**src/rtl/nand_edge_sync.sv**
```systemverilog
// rtl/nand_edge_sync.sv - strobe edge detection into registered write/read event pulses
module nand_edge_sync (
   input  logic       clk,
   input  logic       rst_n,
   input  logic       ce_n,
   input  logic       cle,
   input  logic       ale,
   input  logic       we_n,
   input  logic       re_n,
   input  logic [7:0] io_in,
   output logic       w_evt,
   output logic       w_cle,
   output logic       w_ale,
   output logic [7:0] w_byte,
   output logic       r_evt,
   output logic       re_high
);

   logic we_q;
   logic re_q;
   logic we_rise;
   logic re_fall;

   assign we_rise = ~we_q & we_n;
   assign re_fall = re_q & ~re_n;
   assign re_high = re_q;

   // A write edge in the same cycle as a read edge wins; the read is dropped.
   always_ff @(posedge clk or negedge rst_n) begin
      if (!rst_n) begin
         we_q   <= 1'b1;
         re_q   <= 1'b1;
         w_evt  <= 1'b0;
         r_evt  <= 1'b0;
         w_cle  <= 1'b0;
         w_ale  <= 1'b0;
         w_byte <= 8'h00;
      end else begin
         we_q  <= we_n;
         re_q  <= re_n;
         w_evt <= we_rise & ~ce_n;
         r_evt <= re_fall & ~we_rise & ~ce_n;
         if (we_rise) begin
            w_cle  <= cle;
            w_ale  <= ale;
            w_byte <= io_in;
         end
      end
   end

endmodule

```
**config.mk**
```make
export PLATFORM = sky130hd
export DESIGN_NAME = nand_edge_sync
export DESIGN_NICKNAME = d
export VERILOG_FILES = /design/src/rtl/nand_edge_sync.sv
export SDC_FILE = /design/constraint.sdc
export NUM_CORES = 1
export LEC_CHECK = 0
export CORE_MARGIN = 2
export CORE_UTILIZATION = 35
export CTS_CLUSTER_DIAMETER = 30
export DETAILED_ROUTE_END_ITERATION = 7
export GPL_TIMING_DRIVEN = 0
export PLACE_DENSITY = 0.72
export REMOVE_ABC_BUFFERS = 1
export SLEW_MARGIN = 20
export SYNTH_ARGS = -nofsm -noshare
export SYNTH_HDL_FRONTEND = slang
export SYNTH_SLANG_ARGS = --single-unit
```
**constraint.sdc**
```tcl
create_clock -name clk -period 1.48 [get_ports clk]
set_clock_uncertainty 0.2 [all_clocks]
set_input_delay 0.148 -clock clk [delete_from_list [all_inputs] [get_ports clk]]
set_output_delay 0.148 -clock clk [all_outputs]
set_load 0.05 [all_outputs]
```
Word level (Yosys, flattened, before mapping)
Cells that the tools add are included.
{"block": "word_totals", "register_bits": 14, "in_bits": 15, "output_inout_bits": 13, "wordCells": 16}
{"block": "classes", "bitwise": 9}
{"op": "1-bit bitwise AND", "n": 5}
{"op": "1-bit inverter", "n": 4}

Longest topological paths before layout
Gate-level depths: netlist (run 1).
{"block": "depth", "word_depth": 5, "depth_mapped": 3, "mapped_depth_nobuf": 2}

Least setup slack after synthesis (run 1)
No wires, ideal clock.
{"block": "synth_path", "path_type": "register to register", "start": "register we_q", "end": "register w_byte[0]", "setup_time_ns": 0.125, "arrival_time_ns": 0.987, "required_ns": 1.155, "slack_ns": 0.168, "stages_incl_launch_ff": 4, "n_path_buf": 1, "synth_period_minus_slack_ns": 1.312, "path_cell_list": "dfstp_2 > nor2b_4 > buf_8 > mux2_4"}
{"block": "synth_between", "elab_chain_len": 2}
{"item": "start: declaration", "line_no": "19", "source": "logic we_q;"}
{"item": "start signal: assignment", "line_no": "39", "source": "we_q <= we_n;"}
{"item": "1-bit inverter", "line_no": "24", "source": "assign we_rise = ~we_q & we_n;"}
{"item": "1-bit bitwise AND", "line_no": "24"}
{"item": "end signal: assignment", "line_no": "46", "source": "w_byte <= io_in;"}
{"item": "end: declaration", "line_no": "14", "source": "output logic [7:0] w_byte,"}
Every way passes these cells.
A chain may end at the register's enable or synchronous reset.

Worst setup path in the final report (run 1)
{"block": "layout_path", "start": "register w_evt", "end": "output port w_evt"}
{"item": "start: declaration", "line_no": "11", "source": "output logic w_evt,"}
{"item": "start signal: assignment", "line_no": "41", "source": "w_evt <= we_rise & ~ce_n;"}
No word-level cell between the ends.

==> metrics.md, run 1 <==
| Metric | Value |
|---|---|
| Pleak | `0.000401 uW` |
| #FFs+latches synth | `14` |
| Hold slack | `0.0558 ns` |
| Io pins | `28` |
| Slew HR | `59.3%` |
| Setup Viol. Count Final | `0` |
| Die width | `43.5 um` |
| Netlist cell types | `8` |
| Hold Path Class | `primary input to asynchronous set/reset pin` |
| Placed insts | `70` |
| Worst-Skew Late Latency | `about 0.26 ns` |
| CP max FO | `1` |
| Die height | `43.5 um` |
| DP HPWL | `roughly 670 um` |
| Total clock sinks | `14` |
| Slowest stage delay, CP | `between 0.4 and 0.5 ns` |
| Placeable Area | `1490 sq um` |
| GRT met2 Usage | `a little under a fifth` |
| Share of layout cells above drive strength 1 | `53.2%` |
| Post-layout util | `59.7%` |
| Least-Margin Pin Slew | `0.609 ns` |
| DRT Pass-1 Iters | `4` |
| CP Cell Sequence | `clkdlybuf4s15_1` |
| Final Max Slew Viols | `0` |
| Post-synthesis cell area | `546 sq um` |
| CTS tree | `built` |
| Global-route wire length before repair | `1600 um` |
| Initial DRC Count | `1` |
| Initial antenna violation count | `0` |
| Yosys warns | `0` |
| Status | `finished, final reports clean` |
| Via density | `4.54` |
| Area of the multi-input gates | `178 sq um` |
| CP required | `1.13 ns` |
| GR peak layer | `met2` |
| Overflow after GRT | `0` |
| Final hold violations | `0` |
| Cells after Synth | `28` |
| CTS Hold Bufs | `0` |
| F_max | `roughly 700 MHz` |
| CP max stage cell | `clkdlybuf4s15_1` |
| Number of CTS-inserted buffers | `3` |
| Power per cell area | `1210 nW/um^2` |
| CP bufs+invs | `1` |
| FILL cells | `120` |
| Grt met3 use | `4.17%` |
| CTS root buffer | `clkbuf_4` |
| CTS clk-pin slew, worst paths | `roughly 0.080 ns` |
| Final worst path period share | `96.1%` |
| RSZ-0062 raised after global routing | `false` |
| GPL Wtd Cong | `0.667` |
| Sequential Area | `353 sq um` |
| Total die area | `approximately 1900 sq um` |
| CP endpoint kind | `output pin` |
| WP data arrival | `1.07 ns` |
| DRC | `0` |
| Row Count | `14` |
| Sequential area share after synthesis | `64.7%` |
| Top delay family on crit path | `buffers and inverters` |
| Starting Density | `36.6%` |
| IO buf count | `27` |
| Layout area overhead | `62.8%` |
| Final min period | `1.42 ns` |
| NumNets Final | `78` |
| Htree depth | `1` |
| Setup crit start kind | `register` |
| Number of global-route vias before repair | `around 370` |
| WL/cell | `approximately 12 um` |
| Max-Cap Viols | `0` |
| Clock Path Buffers | `2` |
| Routed WL | `940 um` |
| Maximum VDD drop | `~520 uV` |
| Diodes inserted | `0` |
| Non-filler cells, final | `78` |
| Critical path class | `register to output pin` |
| Vias | `354` |
| Met1 usage | `13.7%` |
| Largest net degree at the start of global routing | `15` |
| Total GRT Usage | `11.7%` |
| Detail Route Antenna Nets | `0` |
| Synthesized area per cell | `just under 20 sq um` |
## layer usage
| layer | up-vias | wire, um |
|---|---|---|
| met2 | 14 | 481 |
| met1 | 177 | 395 |
| met3 | 0 | 63 |
| met5 | - | 0 |
| met4 | 0 | 0 |
| li1 | 163 | - |
## synth_stat cells
library cell   n  area share, %
mux2_2         2            4.1
nor2b_1        1            1.1
mux2_4         8             22
nor4b_2        1            2.8
dfrtp_1       12             55
nor2b_4        1            2.5
buf_8          1            2.8
dfstp_2        2            9.6
## kinds of logic (layout without fill, tap and decap cells)
family / Yosys count / in the layout / share of synthesized area (%)
buffers and inverters: 1 / 35 / 2.75
flip-flops: 14 / 14 / 64.7
multiplexers: 10 / 10 / 26.1
AND/OR/NAND/NOR: 3 / 3 / 6.42
## flip-flops by register name, summed over array words and instances (netlist names)
name,flops
r_evt,1
w_cle,1
re_high,1
w_byte,8
we_q,1
w_ale,1
w_evt,1
## cell type report
class,instances,share of cell area [%]
clock buffer,4,4.08
timing repair buffer,31,33.9
multi-input combinational,13,20.0
tap,16,2.25
sequential,14,39.7
## power by group
part | total, uW | switching, uW | internal (uW)
sequential | 453 | 23.8 | 429
clock | 263 | 113 | 149
combinational | 357 | 208 | 149
total | 1070 | 345 | 727
## placed cells by master, fill, tap and decap left out, drive strengths merged
| cell type | count |
|---|---|
| clkdlybuf4s50 | 14 |
| dfrtp | 12 |
| clkdlybuf4s15 | 11 |
| mux2 | 10 |
| buf | 5 |
| clkbuf | 5 |
| dfstp | 2 |
| nor2b | 2 |
| nor4b | 1 |
## final timing paths
path                            slack (ns)   endpoint  cells after the start  startpoint
max in group asynchronous             0.63      w_evt                      1       rst_n
min in group clk                      0.12       we_q                      1        we_n
worst min register to register        0.32      w_cle                      1       w_cle
worst max-delay path                  0.06      w_evt                      1       w_evt
worst min-delay path                  0.06      w_cle                      1       rst_n
worst max register to register        0.12  w_byte[2]                      3        we_q
## timing repair
action                                  4_1_cts  5_1_grt
endpoints found under the setup margin       13        5
buffers inserted                              0        4
resized for setup                            36        3
## stage by stage
stage | cell area (sq um) | setup TNS [ns] | worst slack (ns) | power, uW
global placement | 821 | -2.78 | -0.291 | 825
CTS | 861 | 0 | 0.000729 | 1080
detailed placement | 821 | -2.72 | -0.290 | 828
floorplan | 531 | 0 | 0.123 | 684
finish | 888 | 0 | 0.0580 | 1070
global route | 888 | 0 | 0.00300 | 1130
(Power assumes the default switching activity.)
==> inputs of run 2 (changes only) <==
SETUP_SLACK_MARGIN = 0.15   (was default)
==> metrics.md, run 2 (synthesis gave the netlist of run 1 again) <==
| Metric | Value |
|---|---|
| CP required | `1.44 ns (was 1.13 ns)` |
| Maximum VDD drop | `534 uV (was 522 uV)` |
| CTS tree | `built (unchanged)` |
| Worst setup margin | `0.148 ns (was 0.0580 ns)` |
| Area of the multi-input gates | `178 sq um (unchanged)` |
| Power Total | `1060 uW (was 1070 uW)` |
| WP data arrival | `1.29 ns (was 1.07 ns)` |
| CTS root buffer | `clkbuf_4 (unchanged)` |
| Total die area | `1890 sq um (unchanged)` |
| Io pins | `28 (unchanged)` |
| Share of layout cells above drive strength 1 | `55.6% (was 53.2%)` |
| CTS clk-pin slew, worst paths | `0.08 ns (about the same)` |
| Hold slack | `0.0565 ns (was 0.0558 ns)` |
| Sequential Area | `353 sq um (unchanged)` |
| NumNets Final | `79 (was 78)` |
| Slew HR | `59.1% (was 59.3%)` |
| RSZ-0062 raised after global routing | `true (was false)` |
| Final hold violations | `0 (unchanged)` |
| DRT Pass-1 Iters | `2 (was 4)` |
| Detail Route Antenna Nets | `0 (unchanged)` |
| Final Max Slew Viols | `0 (unchanged)` |
| Placed insts | `70 (unchanged)` |
| Clock Path Buffers | `2 (unchanged)` |
| Total GRT Usage | `11.8% (was 11.7%)` |
| Critical path class | `register to register (was register to output pin)` |
| CP max stage cell | `dfstp_2 (was clkdlybuf4s15_1)` |
| Worst-Skew Late Latency | `0.26 ns (about the same)` |
| Placeable Area | `1490 sq um (unchanged)` |
| Most frequent cells in the layout | `clkdlybuf4s50_1 (13), buf_2 (12), dfrtp_1 (12) (was clkdlybuf4s50_1 (14), dfrtp_1 (12), clkdlybuf4s15_2 (9))` |
| CP endpoint kind | `register (was output pin)` |
| Largest register FFs | `8 (unchanged)` |
| Largest net degree at the start of global routing | `15 (unchanged)` |
| Non-filler cells, final | `79 (was 78)` |
| Layout area overhead | `56.9% (was 62.8%)` |
| IO buf count | `27 (unchanged)` |
| GPL Wtd Cong | `0.667 (unchanged)` |
| Final worst path period share | `90.0% (was 96.1%)` |
| Die height | `43.5 um (unchanged)` |
| Number of global-route vias before repair | `372 (was 366)` |
| Total clock sinks | `14 (unchanged)` |
| Die width | `43.5 um (unchanged)` |
| Row Count | `14 (unchanged)` |
| Power per cell area | `1230 nW/um^2 (was 1210 nW/um^2)` |
| Setup Viol. Count Final | `0 (unchanged)` |
| Status | `finished, final reports clean (unchanged)` |
| CP max FO | `5 (was 1)` |
| Starting Density | `36.6% (unchanged)` |
| Hold Path Class | `primary input to asynchronous set/reset pin (unchanged)` |
| CP Cell Sequence | `nor2b_4, buf_6, mux2_4 (was clkdlybuf4s15_1)` |
| Routed WL | `970 um (was 940 um)` |
| Least-Margin Pin Slew | `0.611 ns (was 0.609 ns)` |
| WL/cell | `12.3 um (was 12.1 um)` |
| Diodes inserted | `0 (unchanged)` |
| Dpl ws | `-0.290 ns (unchanged)` |
| DP HPWL | `669 um (unchanged)` |
| Global-route wire length before repair | `1630 um (was 1600 um)` |
| Setup crit start kind | `register (unchanged)` |
| Max-Cap Viols | `0 (unchanged)` |
| Via density | `4.51 (was 4.54)` |
| Slowest stage delay, CP | `0.55 ns (was 0.49 ns)` |
| Pleak | `0.000415 uW (was 0.000401 uW)` |
| Final min period | `1.33 ns (was 1.42 ns)` |
| FILL cells | `122 (was 120)` |
| Number of CTS-inserted buffers | `3 (unchanged)` |
| Initial DRC Count | `1 (unchanged)` |
| Htree depth | `1 (unchanged)` |
| Most flop-heavy register | `w_byte (unchanged)` |
| DRC | `0 (unchanged)` |
| Post-layout util | `57.5% (was 59.7%)` |
| Most common cell after layout, fill and taps aside | `clkdlybuf4s50_1 (unchanged)` |
| F_max | `750 MHz (was 703 MHz)` |
| Vias | `356 (was 354)` |
| Overflow after GRT | `0 (unchanged)` |
| Initial antenna violation count | `0 (unchanged)` |
-- run 2: changes by cell type in the layout (fill, tap and decap cells not counted), sizes merged --
cell,previous run,this run
buf,5,17
dlygate4sd3,0,1
clkdlybuf4s50,14,13
clkbuf,5,4
clkdlybuf4s15,11,0
dlymetal6s2s,0,1
-- run 2: cell type report --
cell class / count / area share, %
Sequential cell: 14 / 41.2
Tap cell: 16 / 2.34
Multi-Input combinational cell: 13 / 20.8
Timing Repair Buffer: 32 / 31.4
Clock buffer: 4 / 4.24
-- run 2: stage by stage --
step | setup TNS, ns | cell area [sq um]
finish | 0 | 856
global route | 0 | 856
CTS | 0 | 846
detailed placement | -2.72 | 821
global placement | -2.78 | 821
floorplan | 0 | 531
-- run 2: report_power, final --
group,internal [uW],switching (uW),leakage (uW)
registers,429,22.4,0.000165
clock network,149,114,0.0000210
logic,131,210,0.000229
total,709,346,0.000415
-- run 2: final timing paths --
| check | from | slack (ns) | end | cells after the start |
|---|---|---|---|---|
| max in group asynchronous | rst_n | 0.63 | w_evt | 1 |
| min | rst_n | 0.06 | w_cle | 1 |
| max reg2reg | we_q | 0.15 | w_byte[2] | 3 |
| max | we_q | 0.15 | w_byte[2] | 3 |
| min reg2reg | w_byte[5] | 0.31 | w_byte[5] | 1 |
| min in group clk | re_n | 0.12 | re_high | 1 |
-- run 2: timing repair --
action                                 4_1_cts  5_1_grt
setup endpoints to repair                   23       13
endpoints found under the hold margin        0        1
hold buffers                                 0        1
resized for setup                           64        9
buffers inserted                             4        0
-- run 2: critical path: cells and delay by family (launching register included) --
family	cells	cell delay (ns)
buffers and inverters	1	0.13
DFF	1	0.55
muxes	1	0.29
and+or+nand+nor	1	0.05
-- run 2: metal layers --
metal  routed length (um)  global-route usage (%)
met5                    0                       0
met4                    0                    5.45
met3                   70                    4.17
met2                  501                    18.5
met1                  398                    14.5
